[src/rtl/if_stage_pipeline.sv]
// Fetch stage: owns the PC and the IF/ID register and obeys ID's stall/flush/redirect requests; IF/ID lags instr_addr by one edge.
// Stalls hold PC or IF/ID independently and a watchdog flags long pc_stall runs; IF_STAGE_PERF_CNT_EN adds the stall/flush counters.
`timescale 1ns/1ps
module if_stage_pipeline #(
  parameter logic [31:0] RESET_PC  = 32'h0000_0000,
  parameter int          MAX_STALL = 15,
  parameter int          CNT_W     = 16
) (
  input  logic             clk,
  input  logic             rst_n,
  input  logic             pc_stall,
  input  logic             IF_ID_stall,
  input  logic             branch_taken,
  input  logic [31:0]      branch_target,
  input  logic [31:0]      instr_rdata,
  output logic [31:0]      instr_addr,
  output logic [31:0]      IF_ID_instr,
  output logic [31:0]      IF_ID_pc4,
  output logic             IF_ID_valid,
  output logic             stall_timeout,
  output logic [CNT_W-1:0] stall_cycles,
  output logic [CNT_W-1:0] flush_count
);

  localparam int              WD_W   = $clog2(MAX_STALL + 1);
  localparam logic [WD_W-1:0] WD_MAX = WD_W'(MAX_STALL);

  typedef enum logic [1:0] {BOOT, RUN, HOLD} state_t;

  state_t          state_q, state_d;
  logic [31:0]     pc_q, pc_d;
  logic [31:0]     if_instr_q, if_instr_d;
  logic [31:0]     if_pc4_q, if_pc4_d;
  logic            if_valid_q, if_valid_d;
  logic [WD_W-1:0] wd_cnt_q, wd_cnt_d;
  logic            timeout_q, timeout_d;
  logic            boot;
  logic            stall_eff;
  logic [31:0]     pc_plus4;

  assign boot      = (state_q == BOOT);
  assign stall_eff = pc_stall & ~boot;
  assign pc_plus4  = pc_q + 32'd4;

  always_comb begin
    state_d = state_q;
    case (state_q)
      BOOT:    state_d = RUN;
      RUN:     state_d = pc_stall ? HOLD : RUN;
      HOLD:    state_d = pc_stall ? HOLD : RUN;
      default: state_d = RUN;
    endcase
  end

  always_comb begin
    pc_d = pc_q;
    if (boot)
      pc_d = RESET_PC + 32'd4;
    else if (pc_stall)
      pc_d = pc_q;
    else if (branch_taken && !IF_ID_stall)
      pc_d = {branch_target[31:2], 2'b00};
    else
      pc_d = pc_plus4;
  end

  // A stalled ID means its branch outcome is not yet valid, so IF_ID_stall outranks the flush.
  always_comb begin
    if_instr_d = if_instr_q;
    if_pc4_d   = if_pc4_q;
    if_valid_d = if_valid_q;
    if (boot || (!IF_ID_stall && !branch_taken)) begin
      if_instr_d = instr_rdata;
      if_pc4_d   = pc_plus4;
      if_valid_d = 1'b1;
    end else if (!IF_ID_stall) begin
      if_instr_d = 32'h0;
      if_pc4_d   = 32'h0;
      if_valid_d = 1'b0;
    end
  end

  always_comb begin
    wd_cnt_d = '0;
    if (stall_eff)
      wd_cnt_d = (wd_cnt_q == WD_MAX) ? WD_MAX : wd_cnt_q + 1'b1;
    timeout_d = timeout_q | (wd_cnt_d == WD_MAX);
  end

  always_ff @(posedge clk or negedge rst_n) begin
    if (!rst_n) begin
      state_q    <= BOOT;
      pc_q       <= RESET_PC;
      if_instr_q <= 32'h0;
      if_pc4_q   <= 32'h0;
      if_valid_q <= 1'b0;
      wd_cnt_q   <= '0;
      timeout_q  <= 1'b0;
    end else begin
      state_q    <= state_d;
      pc_q       <= pc_d;
      if_instr_q <= if_instr_d;
      if_pc4_q   <= if_pc4_d;
      if_valid_q <= if_valid_d;
      wd_cnt_q   <= wd_cnt_d;
      timeout_q  <= timeout_d;
    end
  end

  assign instr_addr    = pc_q;
  assign IF_ID_instr   = if_instr_q;
  assign IF_ID_pc4     = if_pc4_q;
  assign IF_ID_valid   = if_valid_q;
  assign stall_timeout = timeout_q;

`ifdef IF_STAGE_PERF_CNT_EN
  logic             flush;
  logic [CNT_W-1:0] stall_cnt_q, stall_cnt_d;
  logic [CNT_W-1:0] flush_cnt_q, flush_cnt_d;

  assign flush = ~boot & branch_taken & ~IF_ID_stall;

  always_comb begin
    stall_cnt_d = stall_cnt_q;
    flush_cnt_d = flush_cnt_q;
    if (stall_eff && !(&stall_cnt_q))
      stall_cnt_d = stall_cnt_q + 1'b1;
    if (flush && !(&flush_cnt_q))
      flush_cnt_d = flush_cnt_q + 1'b1;
  end

  always_ff @(posedge clk or negedge rst_n) begin
    if (!rst_n) begin
      stall_cnt_q <= '0;
      flush_cnt_q <= '0;
    end else begin
      stall_cnt_q <= stall_cnt_d;
      flush_cnt_q <= flush_cnt_d;
    end
  end

  assign stall_cycles = stall_cnt_q;
  assign flush_count  = flush_cnt_q;
`else
  assign stall_cycles = '0;
  assign flush_count  = '0;
`endif

endmodule
[config.mk]
export PLATFORM = sky130hd
export DESIGN_NAME = if_stage_pipeline
export DESIGN_NICKNAME = d
export VERILOG_FILES = /design/src/rtl/if_stage_pipeline.sv
export SDC_FILE = /design/constraint.sdc
export NUM_CORES = 1
export LEC_CHECK = 0
export ABC_AREA = 1
export CORE_ASPECT_RATIO = 0.8
export CORE_MARGIN = 2
export CORE_UTILIZATION = 25
export CTS_BUF_LIST = sky130_fd_sc_hd__clkbuf_8
export DETAILED_ROUTE_END_ITERATION = 6
export PLACE_DENSITY = 0.52
export SYNTH_ARGS = -nofsm -noshare
export SYNTH_HDL_FRONTEND = slang
export SYNTH_SLANG_ARGS = --single-unit
[constraint.sdc]
create_clock -name clk -period 4.2 [get_ports clk]
set_input_delay 1.05 -clock clk [delete_from_list [all_inputs] [get_ports clk]]
set_output_delay 1.05 -clock clk [all_outputs]
set_load 0.02 [all_outputs]
### Word level (Yosys, flattened, before mapping)

Cells that the tools add are included.
W data, S select, Z words.

| storage, ports and cells | value |
|---|---|
| logic and storage cells | 37 |
| input port bits | 69 |
| register bits | 104 |

| cells by class | value |
|---|---|
| add/sub/neg operators | 2 |
| bitwise operators | 3 |
| reductions and logical operators | 7 |
| mux-type cells | 12 |
| eq/ne operators | 6 |

Operators by type and width:

| kind | number |
|---|---|
| $mux W32 | 6 |
| $add A32 B3 Y32 const B | 1 |
| $eq A4 B4 Y1 const B | 2 |
| $mux W4 | 2 |
| $add A4 B1 Y4 const B | 1 |
| $mux W2 | 2 |
| $ne A2 B1 Y1 const B | 2 |
| $eq A2 B1 Y1 const B | 1 |
| $eq A2 B2 Y1 const B | 1 |
| $logic_and A1 B1 Y1 | 2 |
| $logic_not A1 Y1 | 2 |
| $logic_not A2 Y1 | 1 |
| $mux W1 | 2 |
| $reduce_or A2 Y1 | 1 |
| $and A1 B1 Y1 | 1 |
| $logic_or A1 B1 Y1 | 1 |
| $not A1 Y1 | 1 |
| $or A1 B1 Y1 | 1 |

### Longest topological paths before layout

| depth | value |
|---|---|
| depth in word-level cells | 6 |
| gate-level depth with buffers | 11 |

### Least setup slack after synthesis

No wires, ideal clock.

| path | value |
|---|---|
| kind | input -> register |
| start point | input branch_taken |
| end point | register pc_q[26], in the netlist instr_addr[26] |
| library setup time | 117 ps |
| stages | 8 |
| slack | 2,191 ps |
| data arrival time | 1,892 ps |
| data required time | 4,083 ps |
| buffers on the path | 1 |
| cells stage by stage | inv_1 nor2_4 clkinv_1 clkbuf_1 o21ai_0 inv_1 nand2_1 nand2_1 |

| between the ends | value |
|---|---|
| longest elaborated chain between the ends | 4 |

RTL lines:

| what | RTL line | RTL |
|---|---|---|
| start, declared | 13 | `input logic branch_taken,` |
| $logic_and A1 B1 Y1 | 61 | `else if (branch_taken && !IF_ID_stall)` |
| $mux W32 | 61 |  |
| $mux W32 | 59 | `else if (pc_stall)` |
| $mux W32 | 57 | `if (boot)` |
| end signal, assigned | 101 | `pc_q <= pc_d;` |
| end, declared | 31 | `logic [31:0] pc_q, pc_d;` |

Every way passes these cells. The select of a mux whose other input is x is not followed.
A chain may end at the register's enable or synchronous reset.

### Worst setup path after layout

| path | value |
|---|---|
| start point | register pc_q[4], in the netlist instr_addr[4] |
| end point | output instr_addr[4] |

RTL lines:

| what | RTL line | RTL |
|---|---|---|
| end, declared | 16 | `output logic [31:0] instr_addr,` |

No word-level cell between the ends.

==> metrics.log <==
[metrics] outcome: completed
[metrics] Post-synth top flop: dfrtp_1
[metrics] via total after detailed routing: 4555
[metrics] maximum single-stage delay on the critical path: 0.69 ns
[metrics] Layout fillers: 2160
[metrics] H-tree level count: 3
[metrics] startpoint of the worst setup timing path: instr_addr[4]
[metrics] number of buffers and inverters on the critical path: 1
[metrics] combined flip-flop and latch cell area: 0.00253 sq mm
[metrics] CTS resizes: 0
[metrics] first-pass GRT wire length: 25300 microns
[metrics] Min-Delay Path Class: reg2reg
[metrics] first-iteration detailed-routing DRC count: 276
[metrics] Design Power: 4.32 mW
[metrics] Final Net Count: 871
[metrics] boundary pin count: 199
[metrics] relative max-transition margin: 37.7%
[metrics] CTS Root Cell: clkbuf_8
[metrics] proportion of netlist area held by the largest area contributor: 48.4%
[metrics] total DRC errors in the routed layout: 0
[metrics] initial cell density of the core: 25.4%
[metrics] number of synthesis warnings: 0
[metrics] detailed-router iteration count before antenna repair: 4
[metrics] Hold Crit Depth: 2
[metrics] share of cells above drive strength 1: 4.48%
[metrics] Max clock buf depth: 2
[metrics] Fin Clk Skew: 0.0184 ns
[metrics] largest area contributor in the synthesized netlist: dfrtp_1
[metrics] TritonCTS clock tree: done
[metrics] worst path required time: 3.15 ns
[metrics] antenna violations before repair: 0
[metrics] capturing element type of the critical path: output pin
[metrics] largest fanout on the critical path: 8
[metrics] most numerous cell types in the synthesized netlist: nand2_1 (218), dfrtp_1 (101), nor2_1 (59), inv_1 (48), o21ai_0 (46)
[metrics] instance count on the critical path: 1
[metrics] unrepaired setup endpoints after global routing: false
[metrics] overall die width: 166 microns
[metrics] area of combinational cells with multiple inputs: 0.00223 sq mm
[metrics] Die Y: 133 microns
[metrics] worst reg2reg path startpoint: state_q[0]
[metrics] worst-path cell chain: clkdlybuf4s50_1
[metrics] TritonCTS Sinks: 101
[metrics] routed length per placed instance: 15.2 microns
[metrics] part of the cycle the worst path needs: 62.5%
[metrics] port buffer count: 162
[metrics] antenna-violating nets left: 0
[metrics] maximum clock frequency: 381 MHz
[metrics] category of cells accounting for the largest share of critical-path delay: buffers and inverters
[metrics] post-detailed-route via-to-cell ratio: 4.25
[metrics] clock buffers created by TritonCTS: 9
[metrics] count of flip-flops with a built-in enable after synthesis: 0
[metrics] pin slew with the least headroom to its limit: 0.931 ns
[metrics] category of the worst setup path launch point: register
[metrics] number of buffers inserted by post-CTS setup repair: 0
[metrics] final weighted congestion of routability-driven global placement: 0.820
[metrics] classification of the worst setup path: reg2out
[metrics] n_diodes: 0
[metrics] Synth-to-Final Area Change: 37.7%
[metrics] Mapped Cells: 644
[metrics] Max-cap violations: 0
[metrics] global-route congestion overflow total: 0
[metrics] DP HPWL: 12200 microns
[metrics] register area share after synthesis: 48.4%
[metrics] Post-Synthesis Mean Instance Area: 8.11 sq um
[metrics] pwr/cell area: 601 mW/mm^2
[metrics] Slew Limit Fails: 0
[metrics] final setup violation count: 0
[metrics] slowest library cell on the worst path: clkdlybuf4s50_1
[metrics] GR Util All Layers: 15.0%
[metrics] count leader, synth: nand2_1
[metrics] Setup TNS: 0 ns
[metrics] VDD IR max: 0.225 mV
[metrics] vias in the first global route: 4474
[metrics] clock edge transition at the registers on the reported setup and hold paths: 0.10 ns
[metrics] count of endpoints failing hold in the final timing report: 0
[metrics] final critical path time including I/O delays and setup: 2.63 ns
[metrics] share of flip-flops with an asynchronous set or reset: 100%
[metrics] length in cells of the worst reg-to-reg path: 6
[metrics] Worst Hold Launch: stall_timeout
[metrics] worst endpoint data arrival time: 1.58 ns
[metrics] standard-cell rows: 47
[metrics] distinct cell type count of the synthesized netlist: 28
[metrics] combined area of all synthesized cells: 0.00522 sq mm
[metrics] static leakage: 3.31 nW
[metrics] register bit total from synthesis: 101
[metrics] die footprint: 0.0221 sq mm
[metrics] Clock Latency Late Sink: 0.39 ns
[metrics] Post-CTS Hold Fix Bufs: 0
[metrics] final routed wirelength across all metal layers: 16300 microns
[metrics] maximum number of pins on one net before global-route repair: 59
[metrics] top cells by area, synth: dfrtp_1 (48%), nand2_1 (16%), a22o_1 (7.2%), buf_4 (5.9%), o21ai_0 (4.4%)
[metrics] core outline area: 0.0206 sq mm
==> path summary, 6_finish.rpt <==
path | endpoint | slack (ns)
worst max-delay path | instr_addr[4] | 1.57
worst min-delay path | stall_timeout | 0.49
worst max register to register | instr_addr[8] | 2.14
worst min register to register | stall_timeout | 0.49
max in group asynchronous | instr_addr[8] | 2.78
min in group asynchronous | instr_addr[23] | 0.67
==> placed cells by master, fill, tap and decap left out, types with 2 or more instances in the layout <==
cell type,count
o21ai_0,46
inv_1,48
clkdlybuf4s50_1,161
a22o_1,43
inv_6,3
buf_4,5
xnor2_1,4
o21ai_1,2
nand4_1,3
o22ai_1,5
conb_1,34
nand3b_1,11
buf_12,3
a21oi_1,3
inv_2,3
nand3_1,18
clkbuf_8,10
nand2_1,218
nor2_2,6
nor2_1,59
dfrtp_1,101
ha_1,3
xor2_1,6
==> report_power, final <==
group          switching (mW)  internal (mW)  total (mW)
logic                    1.16          0.926        2.09
clock network           0.372          0.243       0.614
registers               0.316           1.30        1.62
==> final cells by class <==
class	instances	area share (%)
Inverter	52	2.71
Multi-Input combinational cell	466	31.1
Clock inverter	6	0.713
Sequential cell	101	35.1
Clock buffer	10	1.91
Tap cell	269	4.68
Timing Repair Buffer	169	23.8
==> sequential cells by signal (all words and copies together), names as in the netlist <==
register / cells
instr_addr: 30
IF_ID_instr: 32
state_q: 2
IF_ID_pc4: 31
IF_ID_valid: 1
wd_cnt_q: 4
stall_timeout: 1
==> metrics by stage <==
stage | hold WS, ns | area [sq um] | cells | setup slack (ns) | util, %
final | 0.485 | 7190 | 1073 | 1.57 | 34.9
after global routing | 0.508 | 7190 | 1073 | 1.41 | 34.9
after detailed placement | 0.451 | 7000 | 1057 | 1.17 | 34.0
after floorplan | 0.471 | 5350 | 677 | 2.19 | -
after CTS | 0.491 | 7190 | 1073 | 1.54 | 34.9
after global placement | 0.463 | 7000 | 1057 | 1.23 | 34.0
==> metal layers <==
layer,wire length [microns],track usage (%),vias up
met5,0,0,-
met4,133,2.87,0
li1,-,-,2314
met1,8160,22.4,2104
met3,1140,3.99,8
met2,6870,21.8,129
==> logic make-up (layout without fill, tap and decap cells) <==
kind of cell / count (synthesis) / after routing / synth area share (%)
fa+ha+maj: 3 / 3 / 0.719
compound gates: 101 / 101 / 13.2
other cells: 1 / 34 / 0.0718
buf+inv: 110 / 237 / 11.2
simple gates: 318 / 318 / 24.7
flops: 101 / 101 / 48.4
xor+xnor: 10 / 10 / 1.68
(Power assumes the default switching activity.)
